--- src/rtl/capture_pkg.sv ---
// State encoding and width helper shared by the triggered ADC capture path.
package capture_pkg;

    typedef enum logic [1:0] {IDLE, ARMED, CAPTURE, DRAIN} cap_state_t;

    // Bits needed to hold a count of 0..n inclusive.
    function automatic int cnt_w(input int n);
        return $clog2(n + 1);
    endfunction

endpackage

--- src/rtl/axis_capture_fifo.sv ---
// Sync FIFO with a registered output stage; occupancy counts the output register too.
module axis_capture_fifo
    import capture_pkg::*;
#(
    parameter int W     = 17,
    parameter int DEPTH = 64
) (
    input  logic                    aclk,
    input  logic                    areset,
    input  logic                    flush,
    input  logic                    wr,
    input  logic [W-1:0]            wr_data,
    input  logic                    drop_oldest,
    input  logic                    out_en,
    input  logic                    rd,
    output logic [W-1:0]            rd_data,
    output logic                    rd_valid,
    output logic [cnt_w(DEPTH)-1:0] occupancy
);
    localparam int AW = $clog2(DEPTH);
    localparam int OW = cnt_w(DEPTH);

    logic [W-1:0]  mem [DEPTH];
    logic [AW-1:0] wr_ptr, rd_ptr;
    logic [OW-1:0] cnt;
    logic          load, take;

    // Refill the output register whenever it is empty or being popped; held while out_en is low.
    assign load      = out_en && (cnt != '0) && (!rd_valid || rd);
    assign take      = load || drop_oldest;
    assign occupancy = cnt + OW'(rd_valid);

    always_ff @(posedge aclk) begin
        if (wr) mem[wr_ptr] <= wr_data;
    end

    always_ff @(posedge aclk) begin
        if (areset || flush) begin
            wr_ptr   <= '0;
            rd_ptr   <= '0;
            cnt      <= '0;
            rd_valid <= 1'b0;
            rd_data  <= '0;
        end else begin
            if (wr)   wr_ptr <= wr_ptr + 1'b1;
            if (take) rd_ptr <= rd_ptr + 1'b1;
            cnt <= cnt + OW'(wr) - OW'(take);
            if (load) begin
                rd_data  <= mem[rd_ptr];
                rd_valid <= 1'b1;
            end else if (rd) begin
                rd_valid <= 1'b0;
            end
        end
    end

endmodule

--- src/rtl/axis_trig_capture.sv ---
// Threshold-triggered ADC snapshot: rolling pre-trigger history plus POST_LEN beats
// emitted to the DMA as one tlast-terminated packet.
module axis_trig_capture
    import capture_pkg::*;
#(
    parameter int DATA_WIDTH   = 16,
    parameter int SAMPLE_WIDTH = 16,
    parameter int THRESHOLD    = 5000,
    parameter int PRE_TRIG     = 16,
    parameter int POST_LEN     = 1024,
    parameter int FIFO_DEPTH   = 64
) (
    input  logic                  aclk,
    input  logic                  areset,
    input  logic                  arm,
    input  logic                  abort,
    input  logic [DATA_WIDTH-1:0] s_adc_tdata,
    input  logic                  s_adc_tvalid,
    output logic                  s_adc_tready,
    output logic [DATA_WIDTH-1:0] m_dma_tdata,
    output logic                  m_dma_tvalid,
    input  logic                  m_dma_tready,
    output logic                  m_dma_tlast,
    output logic                  busy,
    output logic                  done,
    output logic                  overflow
);
    localparam int OW = cnt_w(FIFO_DEPTH);
    localparam int CW = cnt_w(POST_LEN);
    localparam logic [OW-1:0] OCC_PRE  = OW'(PRE_TRIG);
    localparam logic [OW-1:0] OCC_LIM  = OW'(FIFO_DEPTH - 1);
    localparam logic [CW-1:0] CNT_LAST = CW'(POST_LEN - 1);
    localparam logic signed [SAMPLE_WIDTH-1:0] THR = SAMPLE_WIDTH'(THRESHOLD);

    cap_state_t                     state;
    logic [CW-1:0]                  post_cnt;
    logic [OW-1:0]                  occ, occ_eff;
    logic signed [SAMPLE_WIDTH-1:0] sample0;
    logic                           pop, trig, last_post, room;
    logic                           fifo_wr, fifo_drop, fifo_flush, wr_last, fifo_vld;
    logic [DATA_WIDTH:0]            fifo_q;

    assign s_adc_tready = 1'b1;
    assign sample0      = s_adc_tdata[SAMPLE_WIDTH-1:0];
    assign trig         = (state == ARMED) && s_adc_tvalid && (sample0 > THR) && (occ == OCC_PRE);
    assign pop          = fifo_vld && m_dma_tready;
    // A same-cycle DMA pop frees its slot before the room check.
    assign occ_eff      = occ - OW'(pop);
    assign last_post    = (post_cnt == CNT_LAST);
    assign room         = (occ_eff < OCC_LIM);

    always_comb begin
        fifo_wr    = 1'b0;
        fifo_drop  = 1'b0;
        fifo_flush = 1'b0;
        wr_last    = 1'b0;
        unique case (state)
            IDLE:    fifo_flush = arm;
            ARMED: begin
                if (abort) fifo_flush = 1'b1;
                else if (s_adc_tvalid) begin
                    fifo_wr = 1'b1;
                    if (trig) wr_last = (POST_LEN == 1);
                    else      fifo_drop = (occ == OCC_PRE);
                end
            end
            CAPTURE: begin
                if (abort) fifo_flush = 1'b1;
                else if (s_adc_tvalid) begin
                    // Last slot stays reserved so the tlast beat always lands.
                    wr_last = last_post;
                    fifo_wr = last_post || room;
                end
            end
            DRAIN:   fifo_flush = abort;
            default: ;
        endcase
    end

    always_ff @(posedge aclk) begin
        if (areset) begin
            state    <= IDLE;
            post_cnt <= '0;
            overflow <= 1'b0;
            done     <= 1'b0;
        end else begin
            done <= 1'b0;
            unique case (state)
                IDLE: if (arm) begin
                    state    <= ARMED;
                    overflow <= 1'b0;
                    post_cnt <= '0;
                end
                ARMED: begin
                    if (abort) state <= IDLE;
                    else if (trig) begin
                        post_cnt <= CW'(1);
                        state    <= (POST_LEN == 1) ? DRAIN : CAPTURE;
                    end
                end
                CAPTURE: begin
                    if (abort) state <= IDLE;
                    else if (s_adc_tvalid) begin
                        if (last_post) state <= DRAIN;
                        else begin
                            post_cnt <= post_cnt + 1'b1;
                            if (!room) overflow <= 1'b1;
                        end
                    end
                end
                DRAIN: begin
                    if (abort) state <= IDLE;
                    else if (pop && fifo_q[DATA_WIDTH]) begin
                        done  <= 1'b1;
                        state <= IDLE;
                    end
                end
                default: state <= IDLE;
            endcase
        end
    end

    axis_capture_fifo #(
        .W     (DATA_WIDTH + 1),
        .DEPTH (FIFO_DEPTH)
    ) u_fifo (
        .aclk        (aclk),
        .areset      (areset),
        .flush       (fifo_flush),
        .wr          (fifo_wr),
        .wr_data     ({wr_last, s_adc_tdata}),
        .drop_oldest (fifo_drop),
        .out_en      ((state == CAPTURE) || (state == DRAIN)),
        .rd          (pop),
        .rd_data     (fifo_q),
        .rd_valid    (fifo_vld),
        .occupancy   (occ)
    );

    assign m_dma_tdata  = fifo_q[DATA_WIDTH-1:0];
    assign m_dma_tvalid = fifo_vld;
    assign m_dma_tlast  = fifo_vld && fifo_q[DATA_WIDTH];
    assign busy         = (state != IDLE);

endmodule

--- config.mk ---
export PLATFORM = sky130hd
export DESIGN_NAME = axis_trig_capture
export DESIGN_NICKNAME = d
export VERILOG_FILES = /design/src/rtl/capture_pkg.sv /design/src/rtl/axis_capture_fifo.sv /design/src/rtl/axis_trig_capture.sv
export SDC_FILE = /design/constraint.sdc
export NUM_CORES = 1
export LEC_CHECK = 0
export ABC_AREA = 0
export CORE_MARGIN = 2
export CORE_UTILIZATION = 31
export CTS_BUF_LIST = sky130_fd_sc_hd__clkbuf_8
export CTS_CLUSTER_DIAMETER = 40
export DETAILED_ROUTE_END_ITERATION = 6
export GPL_ROUTABILITY_DRIVEN = 0
export REMOVE_ABC_BUFFERS = 1
export SLEW_MARGIN = 20
export SYNTH_ARGS = -nofsm -noshare
export SYNTH_HDL_FRONTEND = slang
export SYNTH_SLANG_ARGS = --single-unit
--- constraint.sdc ---
create_clock -name aclk -period 4.1 [get_ports aclk]
set_clock_uncertainty 0.05 [all_clocks]
set_input_delay 0.41 -clock aclk [delete_from_list [all_inputs] [get_ports aclk]]
set_output_delay 0.41 -clock aclk [all_outputs]
set_load 0.01 [all_outputs]
==> results.txt, run 1 <==
----------------------------------------------------
[Status]
  Status ... finished, violations left
  Violations in the final reports ... setup timing

[Layout]
  Register cell area after layout ... between 0.03 and 0.04 mm^2
  Area used by multi-input combinational logic ... 0.01053 mm^2
  Fraction of final layout cells with drive strength greater than 1 ... 34.93%
  Syn-to-layout area delta ... 18.59%
  Final net count ... between 2000 and 2500
  Utilization after layout ... 36.96%
  FILL cells ... around 13000

[Synth]
  Post-synthesis area per instance ... between 20 and 25 um^2
  Synth Cell Area ... about 0.045 mm^2
  Synth warnings ... 0
  Xor-xnor portion of the synthesized cell area ... less than 1%
  Synth area leader ... edfxtp_1
  Main flop type after synthesis ... edfxtp_1
  Number of enable flip-flop cells after synthesis ... approximately 1100
  Synth top area share ... approximately 73%
  Compound-cell area share of the yosys netlist ... 1.319%
  Register area share after synthesis ... approximately 75%
  Simple logic cell fraction of the synthesized area ... between 2 and 2.5%
  Commonest cells in the netlist ... edfxtp_1 (1088), mux4_2 (340), nor2_1 (114), clkbuf_1 (60), dfxtp_1 (52)
  Number of synthesized register bits ... between 1000 and 1500
  Most area-consuming cells after synthesis ... edfxtp_1 (73%), mux4_2 (17%), dfxtp_1 (2.3%)
  Async S/R FF share, synth ... 0%
  Adder-cell share of the synthesized area ... less than 1%
  Distinct cells, synth ... 59
  Main combinational cell family by area after synthesis ... multiplexers
  Fraction of synthesized area in multiplexers ... between 15 and 20%
  Mapped Cells ... slightly above 2000
  Most numerous cell in the Yosys netlist ... edfxtp_1

[STA]
  Pin slew with the least headroom to its limit ... roughly 1.1 ns
  Hold Worst Slack ... 0.06668 ns
  RSZ-0062 raised after global routing ... yes
  Relative slew slack ... approximately a quarter
  Achievable frequency ... 243.5 MHz
  Final critical delay including setup and external delays ... about 4.1 ns
  Worst Slack Setup Final ... -0.007359 ns
  Total count of hold-check failures in the final report ... 0
  Post-route clock period utilization ... 100.2%
  Final total negative setup slack ... -0.007359 ns
  Final number of max-transition violations ... 0
  Setup violation total in the final timing report ... 1

[Worst setup path]
  Data required, critical path ... ~4.8 ns
  Crit path largest cell delay ... 0.48 ns
  Startpoint Class ... register
  Crit-path max FO ... 3
  Kind of capture point of the worst setup path ... register
  Buffer and inverter count on the worst path ... 4
  Crit-path cells ... ha_1 > inv_1 > ha_2 > nor4b_2 > a41o_1 > xor2_1 > or4_4 > a2111o_1 > nand4_4 > inv_1 > ha_2 > inv_2 > fa_2 > inv_1 > a21oi_2 > o21bai_1 > a21oi_1 > nor2_1 > or3_1 > a21oi_1
  Dominant cell type by count on the critical path ... inv_1
  Category of the most critical setup path ... register to register
  Highest-delay cell along the critical path ... a2111o_1
  CP arrival ... around 4.8 ns
  Delay-heaviest family, CP ... compound AO/OA/AOI/OAI gates

[Placement]
  DPL Wire Length ... between 60000 and 70000 um
  Post-Place Setup Slack ... -0.5779 ns
  Number of buffer cells added on primary ports ... 42

[Pwr]
  Switching power summed over all nets ... between 4 and 5 mW
  Seq pwr share ... 55.9%
  Power, Total ... about 23 mW
  Power per cell area ... around 430 mW/mm^2
  Switching portion of total power ... approximately 21%
  Peak supply drop ... roughly 0.38 mV
  Internal ... between 15 and 20 mW
  Part of the total power dissipated in the clock network ... roughly 43%
  Combinational share of power ... 1.5%
  Static Leakage ... between 15 and 20 nW

[Global routing]
  Wire length of the first global-routing pass ... around 160000 um
  Overall overflow remaining after global route ... 0
  Maximum number of pins on one net before global-route repair ... between 60 and 70
  Vias in the first global route ... around 22000
  Gr usage total ... between 10 and 15%
  Antenna violations before repair ... 7

[Worst hold path]
  Worst hold path type ... input pin to register

[Drt]
  Total via count after detailed routing ... between 20000 and 25000
  WL final ... between 100000 and 150000 um
  Detailed Route Iter0 Violations ... around 2300
  Residual DRC count ... 0
  Pre-antenna DRT Iters ... 5
  Post-DR wirelength/cell ... 24.78 um
  DRT antenna net count ... 0
  Via density per instance ... between 4 and 5

[Floorplan]
  Floorplan die height ... 383.6 um
  Area inside the core boundary ... ~0.14 mm^2
  Rows ... 139
  Effective utilization at floorplan ... 31.17%
  Area enclosed by the die boundary ... 0.1471 mm^2
  Floorplan die width ... 383.6 um
  I/O pin count ... 44

[Clocking]
  Clock Root Buffer ... clkbuf_8
  CTS HTree Levels ... 4
  TritonCTS clock tree ... yes
  Number of sinks handled by clock tree synthesis ... around 1100
  Cts bufs inserted ... 187
  Clk buf depth ... 3
  Later-pin clock latency in the skew report ... roughly 0.88 ns
  Clock transition at the register clock pins on the worst setup and hold paths after CTS ... 0.06 ns

[Flow run]
  Max-cap violation count ... 0

----------------------------------------------------
-- cell usage in the layout, fill, tap and decap left out, drive strengths merged, types with 2 or more instances in the layout --
cell type and n:
o21ai 30, nor2b 4, nor3 7, clkbuf 192, and2 5, or4 9
edfxtp 1088, or3 8, or4b 5, and3 9, mux2i 40, dfxtp 52
a41o 2, clkdlybuf4s50 26, buf 179, nor3b 2, a211oi 5, diode 2
bufinv 12, or3b 2, clkinv 62, clkinvlp 8, a31oi 2, nand4 7
xnor2 11, nor2 114, inv 92, xor2 8, or2 5, ha 26
nor4 5, nand2b 3, o21bai 2, a21oi 41, nand3b 3, mux4 340
a21o 5, nand2 25, nand3 8
-- state kept, by name (all words and copies together), names as in the netlist --
register	count
done	1
u_fifo.rd_ptr	6
overflow	1
state	2
u_fifo.rd_data	17
post_cnt	11
u_fifo.mem	1088
u_fifo.rd_valid	1
u_fifo.wr_ptr	6
u_fifo.cnt	7
-- cell type report --
type                    instances  share of cell area (%)
flip-flops and latches       1140                   63.67
multi-input cells             750                   19.88
clock buffers                 188                   4.885
repair buffers                210                   4.882
well taps                    1903                   4.495
clock inverters               152                   2.022
inverters                      22                  0.1559
diodes                          2                0.009448
-- worst paths after layout --
check / cells after the start / slack [ns] / endpoint / startpoint
setup / recovery: 20 / -0.007 / u_fifo.cnt[6] / u_fifo.rd_valid
hold / removal: 2 / 0.07 / u_fifo.mem[15][11] / s_adc_tdata[11]
setup reg to reg: 20 / -0.007 / u_fifo.cnt[6] / u_fifo.rd_valid
hold reg to reg: 2 / 0.43 / u_fifo.rd_data[8] / u_fifo.rd_data[8]
-- through the flow --
| stage | area (um^2) | std cells |
|---|---|---|
| floorplan | 44060 | 1912 |
| global route | 52970 | 4366 |
| CTS | 52780 | 4359 |
| finish | 52970 | 4367 |
| global placement | 49050 | 4016 |
| detailed placement | 49050 | 4016 |
-- logic make-up (layout without fill, tap and decap cells) --
family,Yosys count,after routing
DFF,1140,1140
muxes,380,380
and+or+nand+nor,223,223
buffers and inverters,153,572
AOI/OAI and AO/OA,100,100
adders and majority gates,27,27
xor gates and xnor gates,19,19
other,1,3
-- repair_timing --
| item | in CTS | in global routing |
|---|---|---|
| pin swaps | 7 | 9 |
| hold endpoints to repair | 1 | 0 |
| gates resized for setup | 12 | 11 |
| hold buffers | 1 | 0 |
| gates cloned | 0 | 4 |
| endpoints found under the setup margin | 101 | 289 |
| buffers inserted | 2 | 4 |
-- power by group through the flow --
| stage | clock network, mW | logic [mW] | registers (mW) |
|---|---|---|---|
| 2_1_floorplan | 0 | 0.0635 | 13.0 |
| 3_3_place_gp | 0 | 0.325 | 13.0 |
| 3_5_place_dp | 0 | 0.344 | 13.0 |
| 4_1_cts | 9.91 | 0.345 | 12.7 |
| 5_1_grt | 10.4 | 0.367 | 12.7 |
| 6_report | 9.70 | 0.340 | 12.7 |
-- metal layers --
metal / up-vias / share of wire [%] / track usage [%]
li1: 9108 / - / -
met4: 2 / 2.2 / 4.328
met1: 11563 / 43 / 19.84
met5: - / 0.012 / 0
met3: 154 / 7.7 / 4.320
met2: 774 / 47 / 22.69
-- worst reg2reg max path, cell delays in order, from the launching register on --
cell	delay, ns
dfxtp_1	0.32
ha_1	0.28
inv_1	0.06
ha_2	0.19
nor4b_2	0.16
a41o_1	0.26
xor2_1	0.19
or4_4	0.44
a2111o_1	0.48
nand4_4	0.12
inv_1	0.05
ha_2	0.19
inv_2	0.06
fa_2	0.19
inv_1	0.05
a21oi_2	0.11
o21bai_1	0.10
a21oi_1	0.16
nor2_1	0.07
or3_1	0.39
a21oi_1	0.13
No activity file was read; power rests on OpenSTA's default activity.
==> run 2: changes to the inputs <==
RECOVER_POWER = 100   (was not set)
SYNTH_HIERARCHICAL = 1   (was not set)
==> results.txt, run 2 <==
----------------------------------------------------
[Floorplan]
  Floorplan die width ... 384.3 um (was 383.6 um)
  Rows ... 139 (unchanged)
  Effective utilization at floorplan ... 31.24% (was 31.17%)
  Floorplan die height ... 384.3 um (was 383.6 um)
  Area enclosed by the die boundary ... 0.1477 mm^2 (was 0.1471 mm^2)
  Area inside the core boundary ... 0.1435 mm^2 (was 0.1433 mm^2)
  I/O pin count ... 44 (unchanged)

[Worst setup path]
  Startpoint Class ... register (unchanged)
  Terminus of the critical flop-to-flop path ... u_fifo/mem[40][9] (was u_fifo.cnt[6])
  Crit-path cells ... ha_1 > ha_2 > nand2_1 > xnor2_2 > or4b_1 > nor2_1 > xnor2_1 > a21o_1 > a32o_1 > buf_4 > nand4b_1 > or2_2 > nor3_2 > buf_6 (was ha_1 > inv_1 > ha_2 > nor4b_2 > a41o_1 > xor2_1 > or4_4 > a2111o_1 > nand4_4 > inv_1 > ha_2 > inv_2 > fa_2 > inv_1 > a21oi_2 > o21bai_1 > a21oi_1 > nor2_1 > or3_1 > a21oi_1)
  Kind of capture point of the worst setup path ... register (unchanged)
  Crit-path max FO ... 11 (was 3)
  Data required, critical path ... 4.57 ns (was 4.84 ns)
  Register-to-register setup slack ... 0.19 ns (was -0.007 ns)
  CP Depth ... 14 (was 20)
  End point of the critical path ... u_fifo/mem[40][9] (was u_fifo.cnt[6])
  Delay-heaviest family, CP ... simple AND/OR/NAND/NOR gates (was compound AO/OA/AOI/OAI gates)
  Category of the most critical setup path ... register to register (unchanged)
  Origin of the worst setup path ... u_fifo/cnt[0] (was u_fifo.rd_valid)
  Length in cells of the worst reg-to-reg path ... 14 (was 20)
  Highest-delay cell along the critical path ... or4b_1 (was a2111o_1)
  Buffer and inverter count on the worst path ... 2 (was 4)
  CP arrival ... 4.38 ns (was 4.84 ns)
  R2R Path Start ... u_fifo/cnt[0] (was u_fifo.rd_valid)
  Crit path largest cell delay ... 0.58 ns (was 0.48 ns)

[Layout]
  Final net count ... 2509 (was 2360)
  Fraction of final layout cells with drive strength greater than 1 ... 28.53% (was 34.93%)
  Leading cell types in the layout, fill and taps excluded ... edfxtp_1 (1088), mux4_2 (270), clkbuf_8 (183) (was edfxtp_1 (1088), mux4_2 (340), clkbuf_8 (188))
  Syn-to-layout area delta ... 17.02% (was 18.59%)
  Biggest registers after layout ... u_fifo/mem (1088), u_fifo/rd_data (17), post_cnt (11) (was u_fifo.mem (1088), u_fifo.rd_data (17), post_cnt (11))
  Largest register by flop count ... u_fifo/mem (was u_fifo.mem)
  Utilization after layout ... 36.56% (was 36.96%)
  Most frequent standard cell in the layout excluding fill and tap cells ... edfxtp_1 (unchanged)
  Number of flip-flops in the largest register ... 1088 (unchanged)

[Drt]
  Total via count after detailed routing ... 22842 (was 21601)
  Via density per instance ... 5.082 (was 4.946)
  Detailed Route Iter0 Violations ... 2607 (was 2270)
  DRT antenna net count ... 0 (unchanged)
  Residual DRC count ... 11 (was 0)
  Pre-antenna DRT Iters ... 7 (was 5)
  WL final ... 114700 um (was 108200 um)
  Post-DR wirelength/cell ... 25.51 um (was 24.78 um)

[Synth]
  Synth Cell Area ... 0.04482 mm^2 (was 0.04467 mm^2)
  Synth warnings ... 6 (was 0)
  Main flop type after synthesis ... edfxtp_1 (unchanged)
  Commonest cells in the netlist ... edfxtp_1 (1088), mux4_2 (270), nand2_1 (104), nor2_1 (85), mux2i_1 (81) (was edfxtp_1 (1088), mux4_2 (340), nor2_1 (114), clkbuf_1 (60), dfxtp_1 (52))
  Synth area leader ... edfxtp_1 (unchanged)
  Async S/R FF share, synth ... 0% (unchanged)
  Distinct cells, synth ... 72 (was 59)
  Register area share after synthesis ... 75.21% (was 75.48%)
  Synth top area share ... 72.89% (was 73.14%)
  Number of enable flip-flop cells after synthesis ... 1088 (unchanged)
  Mapped Cells ... 2185 (was 2043)
  Most area-consuming cells after synthesis ... edfxtp_1 (73%), mux4_2 (14%), dfxtp_1 (2.3%) (was edfxtp_1 (73%), mux4_2 (17%), dfxtp_1 (2.3%))
  Post-synthesis area per instance ... 20.51 um^2 (was 21.86 um^2)
  Most numerous cell in the Yosys netlist ... edfxtp_1 (unchanged)
  Number of synthesized register bits ... 1140 (unchanged)

[STA]
  Total count of hold-check failures in the final report ... 0 (unchanged)
  Final number of max-transition violations ... 1041 (was 0)
  Relative slew slack ... -154.7% (was 24.43%)
  Final critical delay including setup and external delays ... 3.906 ns (was 4.107 ns)
  Post-route clock period utilization ... 95.28% (was 100.2%)
  Achievable frequency ... 256.0 MHz (was 243.5 MHz)
  Setup violation total in the final timing report ... 0 (was 1)
  Pin slew with the least headroom to its limit ... 3.821 ns (was 1.129 ns)

[Clocking]
  Clock Root Buffer ... clkbuf_8 (unchanged)
  Clk buf depth ... 3 (unchanged)
  Number of sinks handled by clock tree synthesis ... 1140 (unchanged)
  Cts bufs inserted ... 177 (was 187)
  Clock transition at the register clock pins on the worst setup and hold paths after CTS ... 0.07 ns (was 0.06 ns)
  Later-pin clock latency in the skew report ... 0.85 ns (was 0.88 ns)
  CTS HTree Levels ... 4 (unchanged)
  TritonCTS clock tree ... yes (unchanged)

[Flow run]
  Max-cap violation count ... 19 (was 0)

[Placement]
  Number of buffer cells added on primary ports ... 42 (unchanged)
  DPL Wire Length ... 71500 um (was 66220 um)

[Pwr]
  Peak supply drop ... 0.2666 mV (was 0.3840 mV)
  Power per cell area ... 417.4 mW/mm^2 (was 430.0 mW/mm^2)
  Static Leakage ... 15.89 nW (was 16.09 nW)
  Power, Total ... 21.90 mW (was 22.78 mW)

[Global routing]
  Antenna violations before repair ... 12 (was 7)
  Gr usage total ... 15.46% (was 14.60%)
  Vias in the first global route ... 23510 (was 22475)
  Overall overflow remaining after global route ... 0 (unchanged)
  Wire length of the first global-routing pass ... 165800 um (was 156300 um)
  Maximum number of pins on one net before global-route repair ... 65 (unchanged)

[Status]
  Status ... finished, violations left (unchanged)
  Violations in the final reports ... DRC, capacitance limit, slew limit (was setup timing)

[Worst hold path]
  Worst hold path type ... input pin to register (unchanged)

----------------------------------------------------
run 2: cell types whose count changed in the layout (fill, tap and decap cells not counted), sizes merged, moves of 17 or more:
| cell | change |
|---|---|
| a22oi | +80 |
| nand2 | +79 |
| mux4 | -70 |
| mux2i | +41 |
| buf | -29 |
| clkbuf | +28 |
| nor2 | -27 |
| a21oi | -24 |
| clkdlybuf4s50 | -20 |
| dlygate4sd3 | +20 |
| nand4 | +17 |
run 2: cell type report:
type                            instances  area, um^2
Inverter                               25       93.84
Sequential cell                      1140       33730
Timing Repair Buffer                  214        2407
Tap cell                             1903        2381
Antenna cell                            2       5.005
Fill cell                           13127       91030
Clock buffer                          183        2519
Multi-Input combinational cell        902       10630
Clock inverter                        126       694.4
run 2: worst reg2reg max path: stages (launching register included):
cell,delay [ns]
dfxtp_1,0.36
ha_1,0.20
ha_2,0.22
nand2_1,0.09
xnor2_2,0.16
or4b_1,0.58
nor2_1,0.16
xnor2_1,0.13
a21o_1,0.15
a32o_1,0.17
buf_4,0.24
nand4b_1,0.25
or2_2,0.39
nor3_2,0.21
buf_6,0.22
run 2: report_power, final:
part	leakage, nW	internal (mW)	switching [mW]
Sequential	10.1	12.8	0.00480
Clock	1.84	4.45	4.31
Combinational	3.96	0.0506	0.316
Total	15.9	17.3	4.63
run 2: repair_timing:
action	in CTS	in global routing
setup buffers	0	1
resized for setup	1	10
endpoints found under the setup margin	1	28
hold endpoints to repair	3	0
hold buffers	1	0
pin swaps	0	1
run 2: layer usage:
| metal | vias to the layer above | part of all wire [%] | track usage [%] |
|---|---|---|---|
| met5 | - | 0.011 | 0 |
| met4 | 2 | 2.2 | 4.297 |
| met3 | 160 | 7.8 | 3.458 |
| met2 | 931 | 48 | 24.97 |
| met1 | 12136 | 42 | 21.01 |
| li1 | 9613 | - | - |
run 2: cells by family after synthesis:
group,share of synthesized area (%)
flip-flops,75.21
AND/OR/NAND/NOR,3.472
XOR/XNOR,0.3517
adder cells (fa/ha/maj),0.7704
multiplexers,15.75
other,0.008366
buffers and inverters,1.546
AO/OA/AOI/OAI,2.889
run 2: per-stage QoR:
step                cell area [um^2]  setup TNS [ns]  setup WS, ns  hold slack, ns  std cells
detailed placement             49290        -0.03172      -0.03172          0.3974       4182
global route                   52450       -0.007770     -0.007770          0.3153       4494
finish                         52460               0        0.1936          0.3133       4495
CTS                            52520               0       0.08468          0.1585       4492
floorplan                      44220         -151.66        -5.506          0.3720       2067
global placement               49290        -0.06081      -0.03345          0.3945       4182
run 2: worst min-delay path by stage:
stage	startpoint	end	slack, ns	depth (start not counted)
6_report	arm	overflow	0.31	4
5_1_grt	abort	done	0.32	3
4_1_cts	s_adc_tdata[7]	u_fifo/mem[31][7]	0.16	2
3_5_place_dp	post_cnt[10]	post_cnt[10]	0.40	2
3_3_place_gp	post_cnt[10]	post_cnt[10]	0.39	2
2_1_floorplan	post_cnt[10]	post_cnt[10]	0.37	2
